`src/rtl/control_mem.sv`:
```
// rtl/control_mem.sv - Memory-access pipeline stage between EX and writeback.
// Captures EX/MEM on a ready rise, runs an optional req/ack access, holds MEM/WB until flushed.
module control_mem #(
   parameter int unsigned MEM_TIMEOUT = 255
) (
   input  logic        clk,
   input  logic        rst,
   input  logic        i_alu_ready,
   input  logic [31:0] i_result,
   input  logic [31:0] i_store_data,
   input  logic        i_mem_read,
   input  logic        i_mem_write,
   input  logic [4:0]  i_rd,
   output logic        o_flush,
   output logic        o_dmem_req,
   output logic        o_dmem_we,
   output logic [31:0] o_dmem_addr,
   output logic [31:0] o_dmem_wdata,
   input  logic        i_dmem_ack,
   input  logic [31:0] i_dmem_rdata,
   output logic [31:0] o_wb_data,
   output logic [4:0]  o_wb_rd,
   output logic        o_wb_en,
   output logic        o_mem_ready,
   input  logic        i_flush,
   output logic        o_timeout
);

   typedef enum logic [1:0] {IDLE, ACCESS, WAIT_WB, RELEASE} state_t;

   state_t      state_q;
   logic        ready_dly_q;
   logic        pending_q;
   logic [31:0] result_q;
   logic [31:0] wdata_q;
   logic        rd_op_q;
   logic        wr_op_q;
   logic [4:0]  rd_q;
   logic [15:0] cnt_q;

   logic rise;
   logic load_op;
   logic cnt_hit;

   assign rise    = i_alu_ready & ~ready_dly_q;
   // A read with write also set behaves as a store.
   assign load_op = rd_op_q & ~wr_op_q;
   assign cnt_hit = ({1'b0, cnt_q} + 17'd1) == 17'(MEM_TIMEOUT);

   assign o_dmem_addr  = result_q;
   assign o_dmem_wdata = wdata_q;

   always_ff @(posedge clk) begin
      if (!rst) begin
         state_q     <= IDLE;
         ready_dly_q <= 1'b0;
         pending_q   <= 1'b0;
         result_q    <= '0;
         wdata_q     <= '0;
         rd_op_q     <= 1'b0;
         wr_op_q     <= 1'b0;
         rd_q        <= '0;
         cnt_q       <= '0;
         o_flush     <= 1'b0;
         o_dmem_req  <= 1'b0;
         o_dmem_we   <= 1'b0;
         o_wb_data   <= '0;
         o_wb_rd     <= '0;
         o_wb_en     <= 1'b0;
         o_mem_ready <= 1'b0;
         o_timeout   <= 1'b0;
      end else begin
         ready_dly_q <= i_alu_ready;
         o_flush     <= 1'b0;
         if (rise) pending_q <= 1'b1;

         case (state_q)
            IDLE: begin
               if (rise || pending_q) begin
                  pending_q <= 1'b0;
                  result_q  <= i_result;
                  wdata_q   <= i_store_data;
                  rd_op_q   <= i_mem_read;
                  wr_op_q   <= i_mem_write;
                  rd_q      <= i_rd;
                  if (i_mem_read || i_mem_write) begin
                     o_dmem_req <= 1'b1;
                     o_dmem_we  <= i_mem_write;
                     cnt_q      <= '0;
                     state_q    <= ACCESS;
                  end else begin
                     o_wb_data   <= i_result;
                     o_wb_rd     <= i_rd;
                     o_wb_en     <= (i_rd != 5'd0);
                     o_mem_ready <= 1'b1;
                     state_q     <= WAIT_WB;
                  end
               end
            end
            ACCESS: begin
               cnt_q <= cnt_q + 16'd1;
               // Ack takes priority over a coincident timeout.
               if (i_dmem_ack) begin
                  o_wb_data   <= load_op ? i_dmem_rdata : result_q;
                  o_wb_rd     <= rd_q;
                  o_wb_en     <= load_op && (rd_q != 5'd0);
                  o_dmem_req  <= 1'b0;
                  o_dmem_we   <= 1'b0;
                  o_mem_ready <= 1'b1;
                  state_q     <= WAIT_WB;
               end else if (cnt_hit) begin
                  o_timeout   <= 1'b1;
                  o_wb_data   <= '0;
                  o_wb_rd     <= rd_q;
                  o_wb_en     <= 1'b0;
                  o_dmem_req  <= 1'b0;
                  o_dmem_we   <= 1'b0;
                  o_mem_ready <= 1'b1;
                  state_q     <= WAIT_WB;
               end
            end
            WAIT_WB: begin
               if (i_flush) begin
                  o_mem_ready <= 1'b0;
                  o_flush     <= 1'b1;
                  state_q     <= RELEASE;
               end
            end
            RELEASE: begin
               state_q <= IDLE;
            end
            default: state_q <= IDLE;
         endcase
      end
   end

endmodule

```
`config.mk`:
```
export PLATFORM = sky130hd
export DESIGN_NAME = control_mem
export DESIGN_NICKNAME = d
export VERILOG_FILES = /design/src/rtl/control_mem.sv
export SDC_FILE = /design/constraint.sdc
export NUM_CORES = 1
export LEC_CHECK = 0
export BUFFER_PORTS_ARGS = -buffer_cell sky130_fd_sc_hd__buf_2
export CAP_MARGIN = 20
export CORE_MARGIN = 2
export CORE_UTILIZATION = 50
export CTS_CLUSTER_DIAMETER = 150
export DETAILED_ROUTE_END_ITERATION = 12
export HOLD_SLACK_MARGIN = 0.08
export PLACE_DENSITY = 0.8
export SLEW_MARGIN = 20
export SYNTH_ARGS = -nofsm -noshare
export SYNTH_HDL_FRONTEND = slang
export SYNTH_SLANG_ARGS = --single-unit
export TNS_END_PERCENT = 30
```
`constraint.sdc`:
```
create_clock -name clk -period 3.1 [get_ports clk]
set_input_delay 0.62 -clock clk [delete_from_list [all_inputs] [get_ports clk]]
set_output_delay 0.62 -clock clk [all_outputs]
set_load 0.03 [all_outputs]
```
## Yosys cells after proc, flatten, opt, wreduce, memory -nomap -nowiden

Index checks and enable logic that the tools add are counted.

| storage, ports and cells | value |
|---|---|
| output and inout port bits | 107 |
| flip-flop bits (word level) | 134 |
| word-level logic and storage cells | 91 |
| input port bits | 108 |

| operators by class | value |
|---|---|
| equality and inequality tests | 9 |
| add/subtract/negate cells | 2 |
| multiplexer cells | 42 |
| bitwise logic cells | 5 |
| reductions and logical operators | 16 |

Operators with widths:

| cell | number |
|---|---|
| 2-to-1 mux 32 bit | 5 |
| case mux 32 bit (2 select lines) | 1 |
| 2-to-1 mux 16 bit | 2 |
| case mux 16 bit (2 select lines) | 1 |
| 2-to-1 mux 5 bit | 4 |
| 2-to-1 mux 1 bit | 18 |
| adder 16 x 1 -> 17 bit (second input constant) | 1 |
| equality test 17 x 8 -> 1 bit (second input constant) | 1 |
| adder 16 x 1 -> 16 bit (second input constant) | 1 |
| 2-to-1 mux 2 bit | 5 |
| case mux 5 bit (2 select lines) | 1 |
| nonzero test 5 bit | 2 |
| AND reduction 3 bit | 3 |
| inequality test 2 bit (second input constant) | 4 |
| case mux 2 bit (4 select lines) | 1 |
| AND reduction 4 bit | 2 |
| case mux 1 bit (2 select lines) | 3 |
| AND reduction 5 bit | 1 |
| equality test 2 bit (second input constant) | 2 |
| AND reduction 2 bit | 2 |
| inequality test 3 bit (second input constant) | 1 |
| NOT 1 bit | 3 |
| case mux 1 bit (3 select lines) | 1 |
| nonzero test 3 bit | 1 |
| other kinds (6) | 8 |

## Logic depth before layout (Yosys ltp)

| depth | value |
|---|---|
| depth after elaboration | 5 |
| gate-level depth with buffers | 11 |
| depth with buffers taken out | 8 |

## Worst setup path before layout

No wires, ideal clock.

| timing | value |
|---|---|
| kind | register -> register |
| from | register cnt_q[1] |
| to | register o_wb_rd[0] |
| data required time | 3.009 ns |
| buffers on the path | 1 |
| data arrival time | 2.348 ns |
| library setup time | 0.091 ns |
| setup slack | 0.661 ns |
| cell stages (with the launch flop) | 10 |
| clock period less this slack | 2.439 ns |
| path through | dfxtp_1 -> ha_1 -> nand3_1 -> nor4_1 -> mux2i_1 -> nand4_1 -> o21ai_4 -> buf_6 -> a21oi_1 -> a311oi_1 |

| between the ends | value |
|---|---|
| cells in the longest elaborated chain, start to end | 4 |

RTL lines:

| what | RTL line | text |
|---|---|---|
| start: declaration | 39 | `logic [15:0] cnt_q;` |
| start signal: assignment | 101 | `cnt_q <= cnt_q + 16'd1;` |
| adder 16 x 1 -> 17 bit | 48 | `assign cnt_hit = ({1'b0, cnt_q} + 17'd1) == 17'(MEM_TIMEOUT);` |
| equality test 17 x 8 -> 1 bit | 48 |  |
| inequality test 3 bit (no line) | -- |  |
| AND reduction 4 bit (no line) | -- |  |
| end signal: assignment | 93 | `o_wb_rd <= i_rd;` |
| end signal: assignment | 105 | `o_wb_rd <= rd_q;` |
| end signal: assignment | 114 | `o_wb_rd <= rd_q;` |
| end: declaration | 22 | `output logic [4:0] o_wb_rd,` |

No other way between the ends.
A chain may end at the register's enable or synchronous reset.

## Final worst setup path

| timing | value |
|---|---|
| from | register cnt_q[1] |
| to | register o_wb_data[26] |

| between the ends | value |
|---|---|
| cells in the longest elaborated chain, start to end | 4 |

RTL lines:

| what | RTL line | text |
|---|---|---|
| adder 16 x 1 -> 17 bit | 48 |  |
| equality test 17 x 8 -> 1 bit | 48 |  |
| inequality test 3 bit (no line) | -- |  |
| AND reduction 4 bit (no line) | -- |  |
| end signal: assignment | 92 | `o_wb_data <= i_result;` |
| end signal: assignment | 104 | `o_wb_data <= load_op ? i_dmem_rdata : result_q;` |
| end: declaration | 21 | `output logic [31:0] o_wb_data,` |

No other way between the ends.

==> results.yml <==
timing:
  finalHoldViolCount: 0
  setup_slack_ns: 0.293
  worst_slew_pin_slew_ns: 0.733
  max_freq_mhz: 356
  setup_tns_ns: 0
  finalClockSkew_ns: 0.00934
  slew_headroom: 0.511
  setup_viol: 0
  finalMaxSlewViolations: 0
  hold_slack_ns: 0.429
  min_period_over_period: 0.906
  rsz0062_at_grt: "false"
  period_minus_slack_ns: 2.81
clocking:
  path_clk_slew_ns: 0.05
  cts_tree: "yes"
  cts.htree.levels: 4
  clkLatencyLatePin_ns: 0.42
  cts_buffer_depth: 2
  root_buffer: "clkbuf_16"
  cts.sinks: 134
  postCtsHoldBufs: 0
  cts-buffers-inserted: 17
floorplan:
  die_x_um: 115
  pin_count: 215
  die_h_um: 115
  floorplan.die_area_um2: 13200
  initial_core_util: 0.510
  core-area_um2: 12000
  num_rows: 40
synth:
  synth_top_family_by_area: "compound AO/OA/AOI/OAI gates"
  synth_top_area_frac: 0.438
  synth-simple-area-share: 0.199
  synth-edff-count: 0
  synth_fa_ha_area_frac: 0.0122
  synth_ff_type: "dfxtp_1"
  synth.avg_cell_area_um2: 7.87
  yosys.area.top_type: "dfxtp_1"
  synth_xor_area_frac: 0.00714
  syn-num-nets: 893
  synthDistinctLibCells: 47
  synth_warnings: 0
  synth_area_leaders: "dfxtp_1, a21oi_1, nand2_1"
  netlist_top_cells_count: "nand2_1, a21oi_1, dfxtp_1"
  syn-cell-area_um2: 6130
  ys_ff_latch: 134
  synth_mux_area_frac: 0.0686
  synth_cells: 779
  synth_compound_area_frac: 0.221
  ys_seq_area_frac: 0.438
  yosysMostFrequentCell: "nand2_1"
  synthArstFlopShare: 0
detailed_routing:
  drt_pass1_iterations: 5
  post_drt_wl_per_cell_um: 15.7
  wl_met2_mm: 8.41
  ant_nets: 0
  met3_length_mm: 1.42
  via_count: 6309
  highest_layer: "met4"
  drtIter0Drc: 471
  drc_errors: 0
  wl_mm: 17.6
  wl_met1_mm: 7.32
  via_per_inst: 5.64
cells_and_area:
  nNetsFinal: 1074
  drive_above_1_share: 0.284
  diodes: 0
  areaGrowthSynthToFinish_pct: 28.2
  n_fill_cell: 1023
  postLayoutCoreUtil: 0.654
critical_path:
  crit_required_ns: 3.41
  cp-end-kind: "flop"
  crit_path_max_incr_delay_ns: 0.48
  crit_path_cell_trace: "ha_2, nand3_1, nor4_2, mux2i_1, nand4_1, o21ai_4, buf_12, a21oi_1, a311oi_1"
  slowest_stage: "dfxtp_1"
  worstSetupPathType: "flop to flop"
  cp_max_fo: 62
  crit_path_start_kind: "flop"
  rr_worst_depth: 9
  cp_data_arrival_time_ns: 3.11
global_route:
  grt_max_degree: 77
  grt_usage: 0.266
  grt_pass1_wl_mm: 28.1
  grt_antenna_before_repair: 0
  overflow: 0
  grt_pass1_vias: 5869
hold_path:
  min-delay-path-class: "primary input to flop"
  hold_depth: 2
outcome:
  outcome: "complete, no violations"
power_and_ir_drop:
  leakage_nw: 3.26
  power_density_nw_per_um2: 893
  max-vdd-ir-drop_v: 0.000542
job:
  maxCapViolCount: 0
placement:
  place_ws_ns: 0.265
  io_buffers: 214
  place_hpwl_mm: 12.0
  gp_congestion: 0.894
-- cells in the final DEF (no fill, tap or decap), types with 2 or more instances in the layout --
master,Yosys,layout
nand3_1,4,4
o31ai_1,2,2
nor4_1,6,5
buf_2,8,214
clkinv_2,0,6
nand2b_1,3,2
clkbuf_1,55,2
clkbuf_8,0,3
and3_1,3,3
a21oi_1,164,164
o21a_1,2,2
nor2b_4,0,2
dfxtp_1,134,133
buf_4,0,14
nand4_1,6,6
nor2b_1,5,3
or3_1,2,2
mux2i_1,42,42
inv_1,9,8
o211ai_1,3,3
a21boi_0,2,2
bufinv_16,0,2
nand2_1,175,174
or4_1,2,2
o21ai_0,9,9
a311oi_1,39,39
nor3_1,11,11
nand4b_1,3,3
buf_12,0,3
nor2_1,56,56
xnor2_1,4,4
clkbuf_16,0,17
ha_1,6,5
-- power breakdown --
group	switching [W]	internal, W
Sequential	0.000215	0.00209
Combinational	0.00189	0.000870
Clock	0.000716	0.00124
-- logic make-up after synthesis --
group	Yosys count
simple gates	285
flops	134
buf+inv	78
xor+xnor	5
compound gates	229
fa+ha+maj	6
mux	42
-- registers in the layout (all words and copies together), names as in the netlist --
register	count
state_q	2
o_dmem_addr	32
o_dmem_wdata	32
o_wb_data	32
o_timeout	1
pending_q	1
o_dmem_we	1
wr_op_q	1
o_flush	1
ready_dly_q	1
o_wb_en	1
o_mem_ready	1
cnt_q	16
o_wb_rd	5
rd_op_q	1
o_dmem_req	1
rd_q	5
-- per-layer routing --
metal  vias up  global-route usage
li1       3096                   -
met1      2915               0.322
met2       263               0.442
met3        35              0.0847
met4         0               0.107
met5         -                   0
-- critical path: cells and delay by family (launching register included) --
kind | cells | cell delay [ns]
and+or+nand+nor | 3 | 0.75
AOI/OAI and AO/OA | 3 | 0.62
DFF | 1 | 0.48
adders and majority gates | 1 | 0.33
buffers and inverters | 1 | 0.27
muxes | 1 | 0.22
-- final timing paths --
check	from	slack, ns	to
worst min register to register	o_dmem_wdata[18]	0.45	o_dmem_wdata[18]
worst max register to register	cnt_q[1]	0.29	o_wb_data[26]
worst max-delay path	cnt_q[1]	0.29	o_wb_data[26]
worst min-delay path	i_alu_ready	0.43	ready_dly_q
-- stage by stage --
| stage | instances | instance area [µm²] | total power, W |
|---|---|---|---|
| 3_3_place_gp | 1088 | 7270 | 0.00504 |
| 4_1_cts | 1119 | 7850 | 0.00706 |
| 2_1_floorplan | 779 | 6130 | 0.00426 |
| 5_1_grt | 1119 | 7860 | 0.00741 |
| 3_5_place_dp | 1088 | 7270 | 0.00509 |
| 6_report | 1119 | 7860 | 0.00702 |
-- final cells by class --
class	instances	area [µm²]	area share
Sequential cell	134	2680	0.342
Tap cell	147	184	0.0234
Clock buffer	22	474	0.0604
Timing Repair Buffer	231	1240	0.157
Inverter	9	35.0	0.00446
Multi-Input combinational cell	567	3140	0.400
Clock inverter	9	101	0.0129
-- repair_timing --
action / 4_1_cts / 5_1_grt
resized for setup: 0 / 3
buffers inserted: 0 / 0
setup endpoints to repair: 0 / 38
Note: power is estimated with default switching activity, not from simulation.
